## src/rtl/sae_pkg.sv

```systemverilog
// Shared types for the SAE stream cipher: transaction modes, error codes,
// key-state encoding and the per-entry tag carried through the output FIFO.
package sae_pkg;

   typedef enum logic [1:0] {
      MODE_NOP     = 2'b00,
      MODE_KEYGEN  = 2'b01,
      MODE_ENCRYPT = 2'b10,
      MODE_DECRYPT = 2'b11
   } mode_e;

   typedef enum logic [1:0] {
      ERR_OK     = 2'b00,
      ERR_RANGE  = 2'b01,
      ERR_NOKEY  = 2'b10,
      ERR_BADKEY = 2'b11
   } err_e;

   typedef enum logic {
      KEY_NONE  = 1'b0,
      KEY_KEYED = 1'b1
   } key_state_e;

   // Data width is a module parameter, so the package only fixes the tag;
   // the top level prepends the data field to form the full FIFO entry.
   typedef struct packed {
      err_e  err;
      mode_e mode;
   } sae_tag_t;

endpackage

```

## src/rtl/sae_sync_fifo.sv

```systemverilog
// Show-ahead single-clock FIFO; the head is always on rdata, and when empty
// rdata holds the most recently popped entry.
module sae_sync_fifo #(
   parameter int WIDTH = 12,
   parameter int DEPTH = 4
) (
   input  logic             clk,
   input  logic             rst_n,
   input  logic             push,
   input  logic [WIDTH-1:0] wdata,
   input  logic             pop,
   output logic [WIDTH-1:0] rdata,
   output logic             full,
   output logic             empty
);

   localparam int AW = $clog2(DEPTH);

   logic [WIDTH-1:0] r_mem [DEPTH];
   logic [AW:0]      r_wr_ptr;
   logic [AW:0]      r_rd_ptr;
   logic [WIDTH-1:0] r_last;
   logic             w_push;
   logic             w_pop;

   assign full   = (r_wr_ptr[AW] != r_rd_ptr[AW]) && (r_wr_ptr[AW-1:0] == r_rd_ptr[AW-1:0]);
   assign empty  = (r_wr_ptr == r_rd_ptr);
   assign w_push = push & ~full;
   assign w_pop  = pop & ~empty;
   assign rdata  = empty ? r_last : r_mem[r_rd_ptr[AW-1:0]];

   always_ff @(posedge clk) begin
      if (w_push) r_mem[r_wr_ptr[AW-1:0]] <= wdata;
   end

   always_ff @(posedge clk or negedge rst_n) begin
      if (!rst_n) begin
         r_wr_ptr <= '0;
         r_rd_ptr <= '0;
         r_last   <= '0;
      end else begin
         if (w_push) r_wr_ptr <= r_wr_ptr + 1'b1;
         if (w_pop) begin
            r_rd_ptr <= r_rd_ptr + 1'b1;
            r_last   <= r_mem[r_rd_ptr[AW-1:0]];
         end
      end
   end

endmodule

```

## src/rtl/sae_stream_cipher.sv

```systemverilog
// Streaming SAE engine: key generation, modular-add encrypt/decrypt and a
// tagged output FIFO with a saturating count of error entries.
module sae_stream_cipher
   import sae_pkg::*;
#(
   parameter int DATA_W = 8,
   parameter int MOD    = 128,
   parameter int DEPTH  = 4,
   parameter int CNT_W  = 8
) (
   input  logic              clk,
   input  logic              rst_n,
   input  logic              in_valid,
   output logic              in_ready,
   input  logic [1:0]        in_mode,
   input  logic [DATA_W-1:0] in_data,
   output logic              out_valid,
   input  logic              out_ready,
   output logic [DATA_W-1:0] out_data,
   output logic [1:0]        out_err,
   output logic [1:0]        out_mode,
   output logic              key_valid,
   output logic [CNT_W-1:0]  err_cnt
);

   localparam logic [DATA_W:0] MOD_W = (DATA_W+1)'(MOD);

   typedef struct packed {
      logic [DATA_W-1:0] data;
      sae_tag_t          tag;
   } entry_t;

   key_state_e        r_state;
   key_state_e        w_state_nxt;
   logic [DATA_W-1:0] r_priv;
   logic [DATA_W-1:0] r_pub;
   logic [CNT_W-1:0]  r_err_cnt;
   mode_e             w_mode;
   logic              w_in_range;
   logic              w_keygen_ok;
   logic              w_accept;
   logic              w_push;
   logic              w_full;
   logic              w_empty;
   logic [DATA_W:0]   w_pub_full;
   entry_t            w_entry;
   entry_t            w_head;

   // Operands are both below MOD, so one conditional subtract is a full reduction.
   function automatic logic [DATA_W-1:0] mod_add(input logic [DATA_W-1:0] a,
                                                 input logic [DATA_W-1:0] b);
      logic [DATA_W:0] sum;
      sum = {1'b0, a} + {1'b0, b};
      if (sum >= MOD_W) sum = sum - MOD_W;
      return sum[DATA_W-1:0];
   endfunction

   function automatic logic [CNT_W-1:0] sat_inc(input logic [CNT_W-1:0] v);
      return (&v) ? v : v + CNT_W'(1);
   endfunction

   assign w_mode     = mode_e'(in_mode);
   assign w_in_range = ({1'b0, in_data} < MOD_W);
   assign w_pub_full = MOD_W - {1'b0, in_data};
   assign w_accept   = in_valid & ~w_full;
   assign w_push     = w_accept & (w_mode != MODE_NOP);

   always_comb begin
      w_entry.data     = '0;
      w_entry.tag.err  = ERR_OK;
      w_entry.tag.mode = w_mode;
      w_keygen_ok      = 1'b0;
      case (w_mode)
         MODE_KEYGEN: begin
            if ((in_data != '0) && w_in_range) begin
               w_entry.data = w_pub_full[DATA_W-1:0];
               w_keygen_ok  = 1'b1;
            end else begin
               w_entry.tag.err = ERR_BADKEY;
            end
         end
         MODE_ENCRYPT, MODE_DECRYPT: begin
            if (r_state != KEY_KEYED)  w_entry.tag.err = ERR_NOKEY;
            else if (!w_in_range)      w_entry.tag.err = ERR_RANGE;
            else w_entry.data = mod_add(in_data, (w_mode == MODE_ENCRYPT) ? r_pub : r_priv);
         end
         default: ;
      endcase
   end

   // Once keyed, only reset leaves KEYED; a re-key just reloads the pair.
   always_comb begin
      w_state_nxt = r_state;
      if (w_accept && w_keygen_ok) w_state_nxt = KEY_KEYED;
   end

   always_ff @(posedge clk or negedge rst_n) begin
      if (!rst_n) begin
         r_state   <= KEY_NONE;
         r_priv    <= '0;
         r_pub     <= '0;
         r_err_cnt <= '0;
      end else begin
         r_state <= w_state_nxt;
         if (w_accept && w_keygen_ok) begin
            r_priv <= in_data;
            r_pub  <= w_pub_full[DATA_W-1:0];
         end
         if (w_push && (w_entry.tag.err != ERR_OK)) r_err_cnt <= sat_inc(r_err_cnt);
      end
   end

   sae_sync_fifo #(
      .WIDTH ($bits(entry_t)),
      .DEPTH (DEPTH)
   ) u_fifo (
      .clk   (clk),
      .rst_n (rst_n),
      .push  (w_push),
      .wdata (w_entry),
      .pop   (out_ready & ~w_empty),
      .rdata (w_head),
      .full  (w_full),
      .empty (w_empty)
   );

   assign in_ready  = ~w_full;
   assign out_valid = ~w_empty;
   assign out_data  = w_head.data;
   assign out_err   = w_head.tag.err;
   assign out_mode  = w_head.tag.mode;
   assign key_valid = (r_state == KEY_KEYED);
   assign err_cnt   = r_err_cnt;

endmodule

```

## config.mk

```make
export PLATFORM = sky130hd
export DESIGN_NAME = sae_stream_cipher
export DESIGN_NICKNAME = d
export VERILOG_FILES = /design/src/rtl/sae_pkg.sv /design/src/rtl/sae_sync_fifo.sv /design/src/rtl/sae_stream_cipher.sv
export SDC_FILE = /design/constraint.sdc
export NUM_CORES = 1
export LEC_CHECK = 0
export ABC_AREA = 1
export BUFFER_PORTS_ARGS = -buffer_cell sky130_fd_sc_hd__buf_4
export CORE_MARGIN = 1.5
export CORE_UTILIZATION = 55
export CTS_BUF_LIST = sky130_fd_sc_hd__clkbuf_4 sky130_fd_sc_hd__clkbuf_8 sky130_fd_sc_hd__clkbuf_16
export DETAILED_ROUTE_END_ITERATION = 6
export GPL_ROUTABILITY_DRIVEN = 0
export PLACE_DENSITY_LB_ADDON = 0.08
export SYNTH_ARGS = -nofsm -noshare
export SYNTH_HDL_FRONTEND = slang
export SYNTH_SLANG_ARGS = --single-unit
export TNS_END_PERCENT = 10
```

## constraint.sdc

```tcl
create_clock -name clk -period 2.8 [get_ports clk]
set_clock_uncertainty 0.15 [all_clocks]
set_input_delay 0.56 -clock clk [delete_from_list [all_inputs] [get_ports clk]]
set_output_delay 0.56 -clock clk [all_outputs]
set_load 0.005 [all_outputs]
```

# After elaboration in Yosys (flattened, before gate mapping)
# Memories as Yosys holds them, arrays and structs flattened.
# Index checks and enable logic that the tools add are counted.
[totals]
ff_bits = 43
latchBits = 0
ramBits = 48
rom_bits = 0
input_bits = 14
mem_count = 1
[classes]
addsub = 6
mul = 0
n_div = 0
magnitude_cmp = 2
eq_ne = 6
shift = 0
n_mux = 14
bitwise = 8
n_reduce_logical = 10
[memory_table]
columns = ["memory", "words", "width", "rd", "rd_clocked_by_memory_dff", "wr", "line", "text"]
rows = [
  ["u_fifo.r_mem", 4, 12, 1, 0, 1, "sae_sync_fifo.sv:19", "logic [WIDTH-1:0] r_mem [DEPTH];"],
]
[op_table]
columns = ["op", "n"]
rows = [
  ["2-to-1 mux 8 bit", 5],
  ["one-hot mux 10 bit (2 select lines)", 1],
  ["2-to-1 mux 12 bit", 1],
  ["adder 8 x 8 -> 9 bit", 1],
  [">= comparator 9 x 8 -> 1 bit (second input constant)", 1],
  ["adder 8 x 1 -> 8 bit (second input constant)", 1],
  ["< comparator 8 bit (second input constant)", 1],
  ["AND reduction 8 bit", 1],
  ["nonzero test 8 bit", 1],
  ["subtractor 8 bit (first input constant)", 1],
  ["subtractor 8 bit (second input constant)", 1],
  ["adder 3 x 1 -> 3 bit (second input constant)", 2],
  ["bitwise AND 1 bit", 5],
  ["2-to-1 mux 1 bit", 5],
  ["equality test 2 bit (second input constant)", 2],
  ["logical AND 1 bit", 4],
  ["2-to-1 mux 2 bit", 2],
  ["nonzero test 2 bit", 2],
  ["equality test 3 bit", 1],
  ["NOT 1 bit", 3],
  ["equality test 2 x 1 -> 1 bit (second input constant)", 1],
  ["equality test 2 bit", 1],
  ["AND reduction 2 bit", 1],
  ["OR reduction 2 bit", 1],
  ["!= test 1 bit", 1],
]

# Logic depth before layout (Yosys ltp)
[logic_depth]
word_depth = 11
ltp_mapped = 12
depth_no_buf = 12

# Cells and area by module
# A second synthesis with hierarchy kept.
[hier_totals]
cells_unflattened = 583
area_unflattened_um2 = 5011.1
[by_module_without_submodules]
columns = ["module", "n_inst", "cells_each", "area_per_inst_um2", "seq_area_each_um2"]
rows = [
  ["sae_sync_fifo", 1, 342, 3095.5, 1891.8],
  ["sae_stream_cipher", 1, 241, 1915.6, 600.6],
]

# Least setup slack after synthesis
# OpenSTA, ideal clock, no wires.
[synth_path]
kind = "in2reg"
startpoint = "input port in_mode[1]"
endpoint = "memory u_fifo.r_mem[0][10] (data pin)"
setup_time_ns = 0.283
arrival_ns = 2.056
path_slack_ns = 0.311
path_stages = 10
path_cell_list = "buf_2 -> nand2_1 -> nand2_1 -> o21ai_0 -> fa_1 -> nand3_1 -> nand2_1 -> a21oi_1 -> and2_1 -> o22ai_1"
[synth_via]
elab_chain_cells = 8
elab_cells_between_ends = 12
classes_between = "add/sub (2); order compare (1); eq/ne (3); mux (5); reduce/logical (1)"
[synth_rtl]
columns = ["element", "line", "text"]
rows = [
  ["start, declared", "sae_stream_cipher.sv:15", "input logic [1:0] in_mode,"],
  ["equality test 2 bit", "sae_stream_cipher.sv:73, sae_stream_cipher.sv:85", ""],
  ["2-to-1 mux 8 bit", "sae_stream_cipher.sv:85", "else w_entry.data = mod_add(in_data, (w_mode == MODE_ENCRYPT) ? r_pub : r_priv);"],
  ["adder 8 x 8 -> 9 bit", "sae_stream_cipher.sv:53", "sum = {1'b0, a} + {1'b0, b};"],
  ["subtractor 8 bit / >= comparator 9 x 8 -> 1 bit (equally long branches)", "sae_stream_cipher.sv:54", "if (sum >= MOD_W) sum = sum - MOD_W;"],
  ["2-to-1 mux 8 bit", "sae_stream_cipher.sv:54", ""],
  ["2-to-1 mux 8 bit", "sae_stream_cipher.sv:84", "else if (!w_in_range) w_entry.tag.err = ERR_RANGE;"],
  ["2-to-1 mux 8 bit", "sae_stream_cipher.sv:83", "if (r_state != KEY_KEYED) w_entry.tag.err = ERR_NOKEY;"],
  ["one-hot mux 10 bit (2 select lines) (*)", "sae_stream_cipher.sv:73", "case (w_mode)"],
  ["net u_fifo.wdata[10]", "sae_sync_fifo.sv:10", "input logic [WIDTH-1:0] wdata,"],
  ["end, declared", "sae_sync_fifo.sv:19", ""],
]
# The timed path passes the listed nets; every way through them passes the cells marked *.

# Final worst setup path
[layout_path]
startpoint = "register u_fifo.r_rd_ptr[0]"
endpoint = "output port out_data[7]"
[layout_via]
elab_chain_cells = 2
elab_cells_between_ends = 3
classes_between = "eq/ne (1); mux (1); memory (1)"
[layout_rtl]
columns = ["element", "line", "text"]
rows = [
  ["start, declared", "sae_sync_fifo.sv:21", "logic [AW:0] r_rd_ptr;"],
  ["start signal, assigned", "sae_sync_fifo.sv:44", "r_rd_ptr <= r_rd_ptr + 1'b1;"],
  ["memory (4 x 12 bit) / equality test 3 bit (equally long branches)", "-", ""],
  ["2-to-1 mux 12 bit (*)", "sae_sync_fifo.sv:30", "assign rdata = empty ? r_last : r_mem[r_rd_ptr[AW-1:0]];"],
  ["end, declared", "sae_stream_cipher.sv:19", "output logic [DATA_W-1:0] out_data,"],
]
# Every way passes the cells marked *; elsewhere a longest branch is shown, timed or not.

==> impl_metrics.py <==
metrics = {
    "drt": {
        "vias_per_cell": 5.28,
        "detail-route-antenna-nets": 0,
        "wl_per_cell_um": 14.4,
        "first_iter_violations": 172,
        "dr.pass1.iters": 4,
        "num_vias": 3371,
        "wirelength_um": 9210,
        "remaining_drc_errors": 0,
    },
    "final_layout": {
        "final_common_cell": "nand2_1",
        "drive_above_1_share_pct": 17.1,
        "n_fill_cell": 678,
        "fin_area_mm2": 0.00520,
        "diodes": 0,
        "final_cell_mix": "nand2_1, o21ai_0, inv_1",
        "syn2layout_area_growth_pct": 12.9,
        "final_nets": 559,
    },
    "floorplanning": {
        "die_h_um": 94.6,
        "initial_core_util_pct": 56.4,
        "core_area_mm2": 0.00818,
        "ioPinCount": 37,
        "dieArea_mm2": 0.00894,
        "die_w_um": 94.6,
        "row_count": 33,
    },
    "timing": {
        "fmax_ghz": 0.376,
        "whs_ns": 0.0388,
        "setup_viol": 0,
        "min_period_ns": 2.66,
        "relSlewSlack_pct": 61.8,
        "fin_ws_ns": 0.139,
        "post-route-period-util_pct": 95.0,
        "tns_ns": 0,
        "hold_viol_final": 0,
        "finalMaxSlewViolations": 0,
        "rsz0062_at_grt": "true",
        "worst_slew_pin_slew_ns": 0.572,
    },
    "clock_network": {
        "postCtsSetupRepairBufs": 0,
        "clk_pin_slew_worst_paths_ns": 0.09,
        "clk_path_buf_depth": 2,
        "root_buffer": "clkbuf_8",
        "numCtsBuffers": 9,
        "cts_tree": "done",
        "cts_htree_levels": 3,
        "cts.sink_count": 90,
        "clk_latency_ns": 0.36,
    },
    "synthesis": {
        "yosysTopAreaCell": "edfxtp_1",
        "syn_area_per_cell_um2": 9.53,
        "synth_top_area_share_pct": 31.3,
        "synth_edf_count": 48,
        "synth.distinct_cells": 36,
        "yosys_warnings": 0,
        "yosys-top-cells-area": "edfxtp_1, dfrtp_1, nand2_1",
        "synthArstFlopShare_pct": 46.7,
        "ys_seq_area_share_pct": 54.1,
        "ys.flop_type": "edfxtp_1",
        "syn_area_mm2": 0.00461,
        "syn_nets": 515,
        "ys_ff_latch": 90,
        "syn_inst": 484,
    },
    "pwr": {
        "pwr-share-seq_pct": 39.2,
        "worst_ir_drop_vdd_mv": 0.404,
        "pwr_density_cell_mw_per_mm2": 977,
        "leakagePower_nw": 2.37,
        "pwr-share-clk_pct": 17.7,
        "p_sw_mw": 1.96,
        "pwr-share-comb_pct": 43.1,
        "p_sw_share_pct": 38.5,
        "p_int_mw": 3.13,
    },
    "flow_run": {
        "max-cap-violations": 0,
    },
    "critical_path": {
        "cp_data_arrival_time_ns": 1.95,
        "path_max_fanout": 26,
        "startpoint_type": "flop",
        "regToRegSetupSlack_ns": 0.49,
        "critPathCaptureType": "output pin",
        "required_ns": 2.09,
        "path_class": "flop to output pin",
    },
    "grt": {
        "grt_max_degree": 43,
        "overflow": 0,
        "grt_pass1_wl_um": 15100,
        "grtUsageTotal_pct": 22.5,
        "antenna_found_initial": 0,
        "first_global_vias": 3219,
    },
    "place": {
        "port_buffers": 36,
        "dp_slack_ns": 0.121,
        "dp_hpwl_um": 6380,
        "dpl_cell_area_mm2": 0.00500,
    },
    "min_path": {
        "hold_class": "input pin to asynchronous set/reset pin",
    },
    "run_status": {
        "outcome": "complete, no violations",
    },
}
[worst paths after layout]
check	startpoint	endpoint	depth (start not counted)
max in group asynchronous	rst_n	u_fifo.r_last[1]	1
setup reg to reg	u_fifo.r_rd_ptr[0]	u_fifo.r_mem[3][3]	8
hold reg to reg	r_pub[5]	r_pub[5]	2
min in group clk	in_mode[0]	u_fifo.r_mem[2][0]	1
setup / recovery	u_fifo.r_rd_ptr[0]	out_data[7]	6
hold / removal	rst_n	u_fifo.r_last[5]	1
[cell families after synthesis]
kind of cell             count (synthesis)  synth area share (%)
AO/OA/AOI/OAI                           93                  11.7
XOR/XNOR                                16                  3.20
adder cells (fa/ha/maj)                 17                  4.78
buffers and inverters                   71                  6.89
flip-flops                              90                  54.1
AND/OR/NAND/NOR                        197                  19.3
[layout make-up]
cell class | instances | area (um2) | area share (%)
Multi-Input combinational cell | 323 | 1800 | 34.6
Timing Repair Buffer | 49 | 368 | 7.07
Inverter | 55 | 214 | 4.11
Sequential cell | 90 | 2490 | 47.9
Clock inverter | 6 | 66.3 | 1.27
Tap cell | 105 | 131 | 2.52
Clock buffer | 10 | 131 | 2.52
[layer usage]
| layer | track usage [%] | wire [um] | vias up |
|---|---|---|---|
| met5 | 0 | 0 | - |
| met4 | 10.6 | 83 | 0 |
| met3 | 2.98 | 327 | 5 |
| met2 | 38.1 | 4400 | 65 |
| met1 | 28.6 | 4390 | 1598 |
| li1 | - | - | 1703 |
[synth_stat cells (2+ instances only)]
| cell | instances |
|---|---|
| a21oi_1 | 6 |
| buf_4 | 2 |
| buf_6 | 5 |
| clkbuf_1 | 8 |
| dfrtp_1 | 42 |
| edfxtp_1 | 48 |
| ha_1 | 16 |
| inv_1 | 51 |
| inv_2 | 2 |
| inv_4 | 2 |
| nand2_1 | 110 |
| nand2_2 | 3 |
| nand3_1 | 23 |
| nand4_1 | 11 |
| nor2_1 | 38 |
| nor2_8 | 2 |
| nor3_1 | 3 |
| o21ai_0 | 57 |
| o21ai_1 | 3 |
| o21ai_2 | 9 |
| o22ai_1 | 15 |
| xnor2_1 | 5 |
| xor2_1 | 10 |
[power groups by stage]
stage          logic, mW  registers (mW)  clock network [mW]
2_1_floorplan       1.50            1.96                   0
3_3_place_gp        2.13            2.01                   0
3_5_place_dp        2.20            2.01                   0
4_1_cts             2.21            1.99               0.920
5_1_grt             2.51            2.03               0.970
6_report            2.19            1.99               0.900
[critical path, stage by stage, from the launching register on]
cell,delay (ns)
dfrtp_1,0.46
inv_6,0.19
nand2_1,0.09
nand2_2,0.11
nand4_4,0.30
o21ai_0,0.29
buf_4,0.15
[sequential cells by signal, summed over array words and instances, names as in the netlist]
register	cells
u_fifo.r_wr_ptr	3
r_priv	8
u_fifo.r_mem	48
r_pub	7
key_valid	1
err_cnt	8
u_fifo.r_last	12
u_fifo.r_rd_ptr	3
[what timing repair did]
action	in CTS	in global routing
endpoints found under the setup margin	0	12
hold buffers	0	0
resized for setup	0	2
endpoints found under the hold margin	0	0
[metrics by stage]
stage	instances	util (%)	total power, mW
floorplan	484	-	3.47
global placement	622	61.2	4.14
detailed placement	622	61.2	4.21
CTS	638	63.6	5.12
global route	638	63.7	5.51
finish	638	63.7	5.09
Power figures use the tool's default switching activity.
